`src/rtl/uart_rx_if.sv`:
```
// Bundle of the serial pin, the parity configuration and the received-word outputs of uart_rx.
// The receiver attaches through the slave modport; the pin/system side uses master.
interface uart_rx_if #(
    parameter int DATA_WIDTH = 8
);
    logic                  RX_IN;
    logic                  PAR_EN;
    logic                  PAR_TYP;
    logic [DATA_WIDTH-1:0] P_DATA;
    logic                  Data_Valid;
    logic                  Par_Err;
    logic                  Stop_Err;
    logic                  Busy;

    modport master (
        output RX_IN,
        output PAR_EN,
        output PAR_TYP,
        input  P_DATA,
        input  Data_Valid,
        input  Par_Err,
        input  Stop_Err,
        input  Busy
    );

    modport slave (
        input  RX_IN,
        input  PAR_EN,
        input  PAR_TYP,
        output P_DATA,
        output Data_Valid,
        output Par_Err,
        output Stop_Err,
        output Busy
    );
endinterface

```
`src/rtl/uart_rx.sv`:
```
// UART receiver: start bit, DATA_WIDTH data bits LSB first, optional parity, one stop bit.
// CLK runs at PRESCALE x baud; each bit is the majority of three samples around mid-bit.
module uart_rx #(
    parameter int DATA_WIDTH = 8,
    parameter int PRESCALE   = 8
) (
    input  logic     CLK,
    input  logic     RST,
    uart_rx_if.slave bus
);
    localparam int EW = $clog2(PRESCALE);
    localparam int BW = (DATA_WIDTH > 1) ? $clog2(DATA_WIDTH) : 1;

    localparam logic [EW-1:0] SAMPLE_LO  = EW'(PRESCALE / 2 - 1);
    localparam logic [EW-1:0] SAMPLE_MID = EW'(PRESCALE / 2);
    localparam logic [EW-1:0] SAMPLE_HI  = EW'(PRESCALE / 2 + 1);
    localparam logic [EW-1:0] EDGE_LAST  = EW'(PRESCALE - 1);
    localparam logic [BW-1:0] BIT_LAST   = BW'(DATA_WIDTH - 1);

    typedef enum logic [2:0] {
        IDLE,
        START,
        DATA,
        PARITY,
        STOP
    } state_e;

    state_e                state_q,      state_d;
    logic [1:0]            rx_sync_q,    rx_sync_d;
    logic [EW-1:0]         edge_cnt_q,   edge_cnt_d;
    logic [BW-1:0]         bit_cnt_q,    bit_cnt_d;
    logic [1:0]            samp_q,       samp_d;
    logic [DATA_WIDTH-1:0] data_q,       data_d;
    logic                  par_en_q,     par_en_d;
    logic                  par_typ_q,    par_typ_d;
    logic                  par_ok_q,     par_ok_d;
    logic [DATA_WIDTH-1:0] p_data_q,     p_data_d;
    logic                  data_valid_q, data_valid_d;
    logic                  par_err_q,    par_err_d;
    logic                  stop_err_q,   stop_err_d;

    logic rx_s;
    logic majority;

    // Two-flop synchroniser; the pin idles high so the flops reset to 1 to avoid a false start.
    assign rx_s = rx_sync_q[1];

    always_comb begin
        rx_sync_d = {rx_sync_q[0], bus.RX_IN};
        // The third sample is the live synchronised line in the cycle the bit is decided.
        majority  = (samp_q[0] & samp_q[1]) | (samp_q[0] & rx_s) | (samp_q[1] & rx_s);
    end

    always_comb begin
        // NOTE: every variable gets its hold value first so no path through the case infers a latch.
        state_d      = state_q;
        edge_cnt_d   = edge_cnt_q;
        bit_cnt_d    = bit_cnt_q;
        samp_d       = samp_q;
        data_d       = data_q;
        par_en_d     = par_en_q;
        par_typ_d    = par_typ_q;
        par_ok_d     = par_ok_q;
        p_data_d     = p_data_q;
        data_valid_d = 1'b0;
        par_err_d    = 1'b0;
        stop_err_d   = 1'b0;

        if (state_q != IDLE) begin
            edge_cnt_d = (edge_cnt_q == EDGE_LAST) ? '0 : edge_cnt_q + EW'(1);
            if (edge_cnt_q == SAMPLE_LO) begin
                samp_d[0] = rx_s;
            end
            if (edge_cnt_q == SAMPLE_MID) begin
                samp_d[1] = rx_s;
            end
        end

        case (state_q)
            IDLE: begin
                // The cycle that first sees the low line is edge 0 of the start bit.
                if (!rx_s) begin
                    state_d    = START;
                    edge_cnt_d = EW'(1);
                    bit_cnt_d  = '0;
                    par_en_d   = bus.PAR_EN;
                    par_typ_d  = bus.PAR_TYP;
                    par_ok_d   = 1'b1;
                end
            end

            START: begin
                if (edge_cnt_q == SAMPLE_HI && majority) begin
                    state_d    = IDLE;
                    edge_cnt_d = '0;
                end else if (edge_cnt_q == EDGE_LAST) begin
                    state_d = DATA;
                end
            end

            DATA: begin
                // Shifting in from the top leaves the first (LSB) bit at position 0 after the last bit.
                if (edge_cnt_q == SAMPLE_HI) begin
                    data_d                 = data_q >> 1;
                    data_d[DATA_WIDTH-1]   = majority;
                end
                if (edge_cnt_q == EDGE_LAST) begin
                    if (bit_cnt_q == BIT_LAST) begin
                        state_d = par_en_q ? PARITY : STOP;
                    end else begin
                        bit_cnt_d = bit_cnt_q + BW'(1);
                    end
                end
            end

            PARITY: begin
                if (edge_cnt_q == SAMPLE_HI) begin
                    par_ok_d = ~(^data_q ^ majority ^ par_typ_q);
                end
                if (edge_cnt_q == EDGE_LAST) begin
                    state_d = STOP;
                end
            end

            STOP: begin
                // Deciding at mid stop bit leaves half a bit of margin for a back-to-back start edge.
                if (edge_cnt_q == SAMPLE_HI) begin
                    state_d    = IDLE;
                    edge_cnt_d = '0;
                    if (!majority) begin
                        stop_err_d = 1'b1;
                    end else if (!par_ok_q) begin
                        par_err_d = 1'b1;
                    end else begin
                        data_valid_d = 1'b1;
                        p_data_d     = data_q;
                    end
                end
            end

            default: begin
                state_d    = IDLE;
                edge_cnt_d = '0;
            end
        endcase
    end

    always_ff @(posedge CLK) begin
        // NOTE: non-blocking assignments make every flop update from the same pre-edge values.
        if (RST) begin
            state_q      <= IDLE;
            rx_sync_q    <= 2'b11;
            edge_cnt_q   <= '0;
            bit_cnt_q    <= '0;
            samp_q       <= '0;
            data_q       <= '0;
            par_en_q     <= 1'b0;
            par_typ_q    <= 1'b0;
            par_ok_q     <= 1'b1;
            p_data_q     <= '0;
            data_valid_q <= 1'b0;
            par_err_q    <= 1'b0;
            stop_err_q   <= 1'b0;
        end else begin
            state_q      <= state_d;
            rx_sync_q    <= rx_sync_d;
            edge_cnt_q   <= edge_cnt_d;
            bit_cnt_q    <= bit_cnt_d;
            samp_q       <= samp_d;
            data_q       <= data_d;
            par_en_q     <= par_en_d;
            par_typ_q    <= par_typ_d;
            par_ok_q     <= par_ok_d;
            p_data_q     <= p_data_d;
            data_valid_q <= data_valid_d;
            par_err_q    <= par_err_d;
            stop_err_q   <= stop_err_d;
        end
    end

    assign bus.P_DATA     = p_data_q;
    assign bus.Data_Valid = data_valid_q;
    assign bus.Par_Err    = par_err_q;
    assign bus.Stop_Err   = stop_err_q;
    assign bus.Busy       = (state_q != IDLE);
endmodule
```
`src/flat_wrapper.sv`:
```
// flat-port wrapper written by rule: the top's interface ports become plain ports
module uart_rx_flat 
#(
    parameter int DATA_WIDTH = 8,
    parameter int PRESCALE   = 8
)
  (CLK, RST, bus_RX_IN, bus_PAR_EN, bus_PAR_TYP, bus_P_DATA, bus_Data_Valid, bus_Par_Err, bus_Stop_Err, bus_Busy);
  uart_rx_if #(.DATA_WIDTH(DATA_WIDTH)) bus_i ();
  input  logic CLK;
  input  logic RST;
  input wire logic [$bits(bus_i.RX_IN)-1:0] bus_RX_IN;
  input wire logic [$bits(bus_i.PAR_EN)-1:0] bus_PAR_EN;
  input wire logic [$bits(bus_i.PAR_TYP)-1:0] bus_PAR_TYP;
  output wire logic [$bits(bus_i.P_DATA)-1:0] bus_P_DATA;
  output wire logic [$bits(bus_i.Data_Valid)-1:0] bus_Data_Valid;
  output wire logic [$bits(bus_i.Par_Err)-1:0] bus_Par_Err;
  output wire logic [$bits(bus_i.Stop_Err)-1:0] bus_Stop_Err;
  output wire logic [$bits(bus_i.Busy)-1:0] bus_Busy;
  assign bus_i.RX_IN = bus_RX_IN;
  assign bus_i.PAR_EN = bus_PAR_EN;
  assign bus_i.PAR_TYP = bus_PAR_TYP;
  assign bus_P_DATA = bus_i.P_DATA;
  assign bus_Data_Valid = bus_i.Data_Valid;
  assign bus_Par_Err = bus_i.Par_Err;
  assign bus_Stop_Err = bus_i.Stop_Err;
  assign bus_Busy = bus_i.Busy;
  uart_rx #(.DATA_WIDTH(DATA_WIDTH), .PRESCALE(PRESCALE)) u_core (.CLK(CLK), .RST(RST), .bus(bus_i));
endmodule
```
`config.mk`:
```
export PLATFORM = sky130hd
export DESIGN_NAME = uart_rx_flat
export DESIGN_NICKNAME = d
export VERILOG_FILES = /design/src/rtl/uart_rx_if.sv /design/src/rtl/uart_rx.sv /design/src/flat_wrapper.sv
export SDC_FILE = /design/constraint.sdc
export NUM_CORES = 1
export LEC_CHECK = 0
export ABC_AREA = 1
export CELL_PAD_IN_SITES_DETAIL_PLACEMENT = 1
export CELL_PAD_IN_SITES_GLOBAL_PLACEMENT = 1
export CORE_ASPECT_RATIO = 1.5
export CORE_UTILIZATION = 41
export CTS_CLUSTER_DIAMETER = 100
export DETAILED_ROUTE_END_ITERATION = 16
export PLACE_DENSITY_LB_ADDON = 0.1
export SYNTH_ARGS = -nofsm -noshare
export SYNTH_HDL_FRONTEND = slang
export SYNTH_SLANG_ARGS = --single-unit
export TNS_END_PERCENT = 20
```
`constraint.sdc`:
```
create_clock -name CLK -period 1.9 [get_ports CLK]
set_input_delay 0.57 -clock CLK [delete_from_list [all_inputs] [get_ports CLK]]
set_output_delay 0.57 -clock CLK [all_outputs]
set_load 0.03 [all_outputs]
```
==> flow_summary.json, run 1 <==
{
  "syn_area_um2": 1730,
  "cp_cell_sequence": "clkdlybuf4s50_1",
  "p_total_uw": 2060,
  "n_antenna_cell": 0,
  "r2r_setup_slack_ns": 0.25,
  "io_buffer_count": 16,
  "die_h_um": 81.7,
  "grt_use_total": 0.212,
  "antenna_found_initial": 0,
  "crit_required_ns": 1.33,
  "slew_violations": 0,
  "max-slew-margin-rel": 0.783,
  "die_w_um": 55.1,
  "synth_fa_ha_area_frac": 0.0505,
  "synth_top_cell_by_area": "dfxtp_1",
  "grt_pass1_vias": 1521,
  "reg2reg_depth": 9,
  "cpLargestDelayFamily": "buffers and inverters",
  "synth-simple-area-share": 0.263,
  "synthXorXnorAreaFrac": 0.0101,
  "path_clk_slew_ns": 0.07,
  "yosysSeqAreaShare": 0.404,
  "cts_buffers": 5,
  "grt-ovfl-total": 0,
  "min_from": "u_core.rx_sync_q[0]",
  "synth-compound-area-share": 0.175,
  "seqCellArea_um2": 701,
  "path_class": "reg -> out",
  "worst_pin_slew_ns": 0.324,
  "layout.nets": 276,
  "vias_per_cell": 5.11,
  "status": "completed",
  "gp_congestion": 0.757,
  "vias": 1585,
  "period_share": 0.978,
  "num_rows": 28,
  "cts_setup_buffers": 0,
  "rsz0062_at_grt": "false",
  "dp.cells": 302,
  "p_leak_uw": 0.00106,
  "rr_endpoint": "u_core.bus.P_DATA[0]",
  "synth_top_family_by_area": "simple AND/OR/NAND/NOR gates",
  "slowest_delay_ns": 0.67,
  "root_buffer": "clkbuf_8",
  "area_growth_syn_to_layout_pct": 20.8,
  "clock.fmax_ghz": 0.538,
  "cts_hold_buf": 0,
  "fp.dieArea_um2": 4500,
  "ys_top_cells_by_area": "dfxtp_1, nand2_1, a21oi_1, inv_1, o21ai_0",
  "start_kind": "register",
  "clk_latency_ns": 0.29,
  "multi_input_area_um2": 866,
  "drive_gt1_frac": 0.162,
  "crit_buf_inv": 1,
  "num_io_pins": 17,
  "fin_crit_ns": 1.86,
  "yosysWarnings": 0,
  "p_per_area_nw_per_um2": 983,
  "end_kind": "output port",
  "min_path_cells": 1,
  "worstPathArrival_ns": 1.29,
  "hold_end": "u_core.rx_sync_q[1]",
  "final_common_cell": "nand2_1",
  "finalHoldViolCount": 0,
  "maxCapViolCount": 0,
  "antenna_left": 0,
  "hold_slack_ns": 0.417,
  "r2r_start": "u_core.edge_cnt_q[1]",
  "fillers": 532,
  "syn-num-nets": 250,
  "coreArea_um2": 3990,
  "synthCells": 238,
  "grt_pass1_wl_um": 6670,
  "drc": 0,
  "wire_per_inst_um": 13.0,
  "clock-sinks": 35,
  "setup_viol": 0,
  "drt-total-wl_um": 4040,
  "htree_levels": 2,
  "hold_path_class": "reg -> reg",
  "skew_ns": 0.00234,
  "peakVddDrop_mv": 0.625,
  "synth_cell_types": 30,
  "dpl.hpwl_um": 3090,
  "cts_buffer_depth": 2,
  "crit_slowest_cell": "clkdlybuf4s50_1",
  "finalSetupTns_ns": 0,
  "cts_tree": "yes",
  "synth_mux_area_frac": 0,
  "start_util": 0.434,
  "drt-pass1-iter-count": 4,
  "synth_seq_cells": 35,
  "layout_common_cells": "nand2_1, dfxtp_1, inv_1, a21oi_1, nor2_1",
  "synth_top_area_frac": 0.404,
  "drtIter0Drc": 12,
  "grt_max_degree": 15,
  "finalNonFillerCells": 310,
  "syn_area_per_cell_um2": 7.29,
  "path_max_fanout": 2
}
## logic make-up (layout without fill, tap and decap cells)
logic type,count (synthesis),count (layout)
simple gates,99,99
compound gates,54,54
buf+inv,41,68
flops,35,35
fa+ha+maj,7,7
xor+xnor,2,2
## sequential cells by signal (all words and copies together), names as in the netlist
signal and flops:
u_core.par_ok_q 1, u_core.data_q 8, u_core.bus.Stop_Err 1, u_core.rx_sync_q 2, u_core.samp_q 2, u_core.par_typ_q 1, u_core.bus.Par_Err 1, u_core.edge_cnt_q 3
u_core.bus.P_DATA 8, u_core.bus.Data_Valid 1, u_core.state_q 3, u_core.par_en_q 1, u_core.bit_cnt_q 3
## where the power goes
group | switching [uW] | internal [uW]
registers | 53.3 | 791
clock network | 271 | 331
logic | 387 | 226
## worst max path at each step
| stage | start | cells after the start | endpoint |
|---|---|---|---|
| finish | u_core.bus.P_DATA[6] | 1 | bus_P_DATA[6] |
| global route | u_core.bus.P_DATA[6] | 1 | bus_P_DATA[6] |
| CTS | u_core.bus.P_DATA[0] | 1 | bus_P_DATA[0] |
| detailed placement | u_core.state_q[2] | 3 | bus_Busy |
| global placement | u_core.state_q[2] | 3 | bus_Busy |
| floorplan | RST | 5 | u_core.bus.P_DATA[4] |
## stage by stage
stage	utilization	worst slack (ns)	instance area, um^2
CTS	0.520	0.00213	2080
floorplan	-	0.542	1730
finish	0.524	0.0420	2090
global placement	0.495	0.160	1980
global route	0.524	0.00786	2090
detailed placement	0.495	0.150	1980
## per-layer routing
layer,vias up,routed length [um],track usage
li1,817,-,-
met1,747,1630,0.197
met2,15,2230,0.400
met3,6,88,0.0556
met4,0,93,0.105
met5,-,0,0
## cell usage after synthesis
cell type and instances:
nor2_1 21, ha_1 7, nand3_2 1, a22oi_1 3
inv_1 28, o21ai_1 2, xor2_1 1, nor3_1 3
a211oi_1 1, a21oi_2 2, nand3_1 15, nor3_2 1
o21ai_2 2, buf_6 1, or2_2 2, o21ai_0 20
nand2_1 44, buf_4 1, clkbuf_1 1, dfxtp_1 35
o211a_1 1, buf_2 2, nand2_4 1, nor2_2 4
nor2_4 2, xnor2_1 1, inv_2 8, o221ai_1 1
a21oi_1 22, nand2_2 5
## worst register-to-register path, delay by kind of cell (launching register included)
family,cells,cell delay [ns]
buffers and inverters,3,0.40
AOI/OAI and AO/OA,2,0.14
DFF,1,0.34
adders and majority gates,1,0.16
and+or+nand+nor,3,0.55
## what timing repair did
action | in CTS | in global routing
endpoints found under the setup margin | 1 | 7
gates resized for setup | 1 | 7
cloned | 0 | 0
## area by class of cell
cell class | count | share of cell area
well taps | 45 | 0.0269
inverters | 36 | 0.0645
multi-input cells | 162 | 0.413
flip-flops and latches | 35 | 0.335
clock buffers | 8 | 0.0478
repair buffers | 24 | 0.113
Note: power is estimated with default switching activity, not from simulation.
==> run 2: changes to the inputs <==
--- a/config.mk
+++ b/config.mk
@@ -6,6 +6,7 @@
 export NUM_CORES = 1
 export LEC_CHECK = 0
 export ABC_AREA = 1
+export ABC_CLOCK_PERIOD_IN_PS = 1900
 export CELL_PAD_IN_SITES_DETAIL_PLACEMENT = 1
 export CELL_PAD_IN_SITES_GLOBAL_PLACEMENT = 1
 export CORE_ASPECT_RATIO = 1.5
==> results of run 2 <==
Same layout as run 1: the final DEF is identical, and so are final timing and power.
==> run 3: changes to the inputs <==
--- a/config.mk
+++ b/config.mk
@@ -5,14 +5,15 @@
 export SDC_FILE = /design/constraint.sdc
 export NUM_CORES = 1
 export LEC_CHECK = 0
-export ABC_AREA = 1
+export ABC_AREA = 0
 export ABC_CLOCK_PERIOD_IN_PS = 1900
 export CELL_PAD_IN_SITES_DETAIL_PLACEMENT = 1
 export CELL_PAD_IN_SITES_GLOBAL_PLACEMENT = 1
 export CORE_ASPECT_RATIO = 1.5
-export CORE_UTILIZATION = 41
+export CORE_UTILIZATION = 42
 export CTS_CLUSTER_DIAMETER = 100
 export DETAILED_ROUTE_END_ITERATION = 16
+export HOLD_SLACK_MARGIN = 0.08
 export PLACE_DENSITY_LB_ADDON = 0.1
 export SYNTH_ARGS = -nofsm -noshare
 export SYNTH_HDL_FRONTEND = slang
==> run 3 against run 2 <==
Effect of this change:
- cell area fell by 5.4%
- flip-flop and latch count did not move
- clock power fell by 13%
- register-to-register slack is essentially flat
- sequential share of layout area increased by 2.0 points
- maximum frequency is essentially flat
- sequential power down 10%
- hold slack gained 0.0060 ns
- non-clock buffer count is the same
- cell count down 20%
==> flow_summary.json, run 3 <==
{
  "fp.dieArea_um2": 4260,
  "p_per_area_nw_per_um2": 696,
  "min_from": "u_core.rx_sync_q[0]",
  "cts_buffer_depth": 2,
  "synthCells": 187,
  "p_clk_frac": 0.381,
  "n_antenna_cell": 0,
  "cts_buffers": 5,
  "synth_top_cell_by_area": "dfxtp_1",
  "num_rows": 27,
  "slowest_delay_ns": 0.67,
  "cts_resized": 0,
  "pre_cts_slack_ns": 0.121,
  "yosysMostFrequentCell": "dfxtp_1",
  "finalHoldViolCount": 0,
  "crit_required_ns": 1.33,
  "num_io_pins": 17,
  "die_w_um": 53.6,
  "skew_ns": 0.00229,
  "drc": 0,
  "min_path_cells": 1,
  "synthFlopType": "dfxtp_1",
  "drive_gt1_frac": 0.136,
  "ys_top_cells_by_area": "dfxtp_1, mux2i_1, ha_1, nor2_1, a21oi_1",
  "p_switching_uw": 340,
  "layout_common_cells": "dfxtp_1, nor2_1, nand2_1, a21oi_1, mux2i_1",
  "status": "completed",
  "grt_pass1_vias": 1423,
  "rr_endpoint": "u_core.bit_cnt_q[2]",
  "syn_area_per_cell_um2": 8.98,
  "root_buffer": "clkbuf_8",
  "synth_seq_cells": 35,
  "p_leak_uw": 0.000934,
  "path_clk_slew_ns": 0.07,
  "worstPathArrival_ns": 1.29,
  "maxCapViolCount": 0,
  "fin_crit_ns": 1.86,
  "antenna_found_initial": 0,
  "top_usage_layer": "met2",
  "synth_top_area_frac": 0.417,
  "crit_buf_inv": 1,
  "max-slew-margin-rel": 0.772,
  "vias_per_cell": 5.54,
  "rsz0062_at_grt": "false",
  "peakVddDrop_mv": 0.528,
  "intPower_uw": 1040,
  "use_met3": 0.0495,
  "clock-sinks": 35,
  "wire_per_inst_um": 15.6,
  "placed_cell_area_um2": 1880,
  "cts_tree": "yes",
  "clock.fmax_ghz": 0.538,
  "cp_cell_sequence": "clkdlybuf4s50_1",
  "slew_violations": 0,
  "grt-ovfl-total": 0,
  "area_growth_syn_to_layout_pct": 18.0,
  "synth_edf_count": 0,
  "grtUsageMet1": 0.208,
  "power_switching_share": 0.247,
  "die_h_um": 79.4,
  "worst_pin_slew_ns": 0.341,
  "period_share": 0.978,
  "layout.nets": 217,
  "path_class": "reg -> out",
  "reg2reg_depth": 6,
  "syn-num-nets": 199,
  "setup_viol": 0,
  "drtIter0Drc": 14,
  "vias": 1379,
  "r2r_setup_slack_ns": 0.26,
  "path_max_fanout": 2,
  "p_total_uw": 1380,
  "syn_area_um2": 1680,
  "yosysWarnings": 0,
  "io_buffer_count": 16,
  "setup_ws_ns": 0.0414,
  "htree_levels": 2,
  "start_kind": "register",
  "p_seq_frac": 0.548,
  "start_util": 0.448,
  "final_area_um2": 1980,
  "final_common_cell": "dfxtp_1",
  "dpl.hpwl_um": 2940,
  "drt-total-wl_um": 3880,
  "cts_setup_buffers": 0,
  "drt-pass1-iter-count": 4,
  "gp_congestion": 0.850,
  "synth_cell_types": 43,
  "cts_hold_buf": 0,
  "clk_latency_ns": 0.29,
  "crit_slowest_cell": "clkdlybuf4s50_1",
  "hold_path_class": "reg -> reg",
  "r2r_start": "u_core.edge_cnt_q[0]",
  "cpLargestDelayFamily": "buffers and inverters",
  "hold_end": "u_core.rx_sync_q[1]",
  "end_kind": "output port",
  "grt_max_degree": 21,
  "antenna_left": 0,
  "synth_common_cells": "dfxtp_1, nor2_1, nand2_1, a21oi_1, mux2i_1",
  "combPwrFrac": 0.070,
  "finalSetupTns_ns": 0,
  "yosysSeqAreaShare": 0.417,
  "coreArea_um2": 3750,
  "grt_util_met2": 0.388,
  "async_reset_ff_frac": 0,
  "grt_use_total": 0.213,
  "grt_pass1_wl_um": 6510
}
==> run 3: changes by cell type after synthesis, moves of 4 or more <==
| cell | before | now |
|---|---|---|
| inv_1 | 28 | 5 |
| nand3_1 | 15 | 5 |
| nand2_1 | 44 | 17 |
| nor2_2 | 4 | 0 |
| clkbuf_1 | 1 | 6 |
| mux2i_1 | 0 | 13 |
| inv_2 | 8 | 0 |
| a21oi_1 | 22 | 13 |
| o21ai_0 | 20 | 9 |
| nand2_2 | 5 | 0 |
==> run 3: power groups by stage <==
stage	combinational, uW	sequential [uW]	clock [uW]
after floorplan	74.4	766	0
after global placement	95.0	772	0
after detailed placement	98.2	773	0
after CTS	98.7	756	543
after global routing	108	757	572
final	97.2	756	526
==> run 3: how the worst max path moves through the flow <==
stage / from / end / slack [ns] / cells after the start
finish: u_core.bus.P_DATA[3] / bus_P_DATA[3] / 0.04 / 1
CTS: u_core.state_q[1] / bus_Busy / 0.009 / 2
global route: u_core.bus.P_DATA[3] / bus_P_DATA[3] / 0.0002 / 1
global placement: RST / u_core.par_ok_q / 0.13 / 3
detailed placement: RST / u_core.par_ok_q / 0.12 / 3
floorplan: u_core.edge_cnt_q[0] / u_core.bit_cnt_q[0] / 0.33 / 7
==> run 3: final cells by class <==
class                   count  area, um^2
multi-input cells         134         891
clock inverters             3        15.0
well taps                  43        53.8
clock buffers               5        68.8
inverters                   5        18.8
flip-flops and latches     35         702
repair buffers             24         233
fillers                   454        1770
==> run 3: cells by family after synthesis <==
family | synth area share
adder cells (fa/ha/maj) | 0.0604
multiplexers | 0.0775
AO/OA/AOI/OAI | 0.127
XOR/XNOR | 0.0544
flip-flops | 0.417
AND/OR/NAND/NOR | 0.212
buffers and inverters | 0.0522
==> run 3: metrics by stage <==
step                 util  cells  hold slack (ns)
floorplan               -    187            0.389
global placement    0.502    241            0.397
detailed placement  0.502    241            0.411
CTS                 0.524    249            0.431
global route        0.529    249            0.437
finish              0.529    249            0.423
==> run 3: per-layer routing <==
metal  part of all wire  vias up
met5                  0        -
met2               0.54       31
met3              0.029       14
met1               0.38      655
li1                   -      679
met4              0.042        0
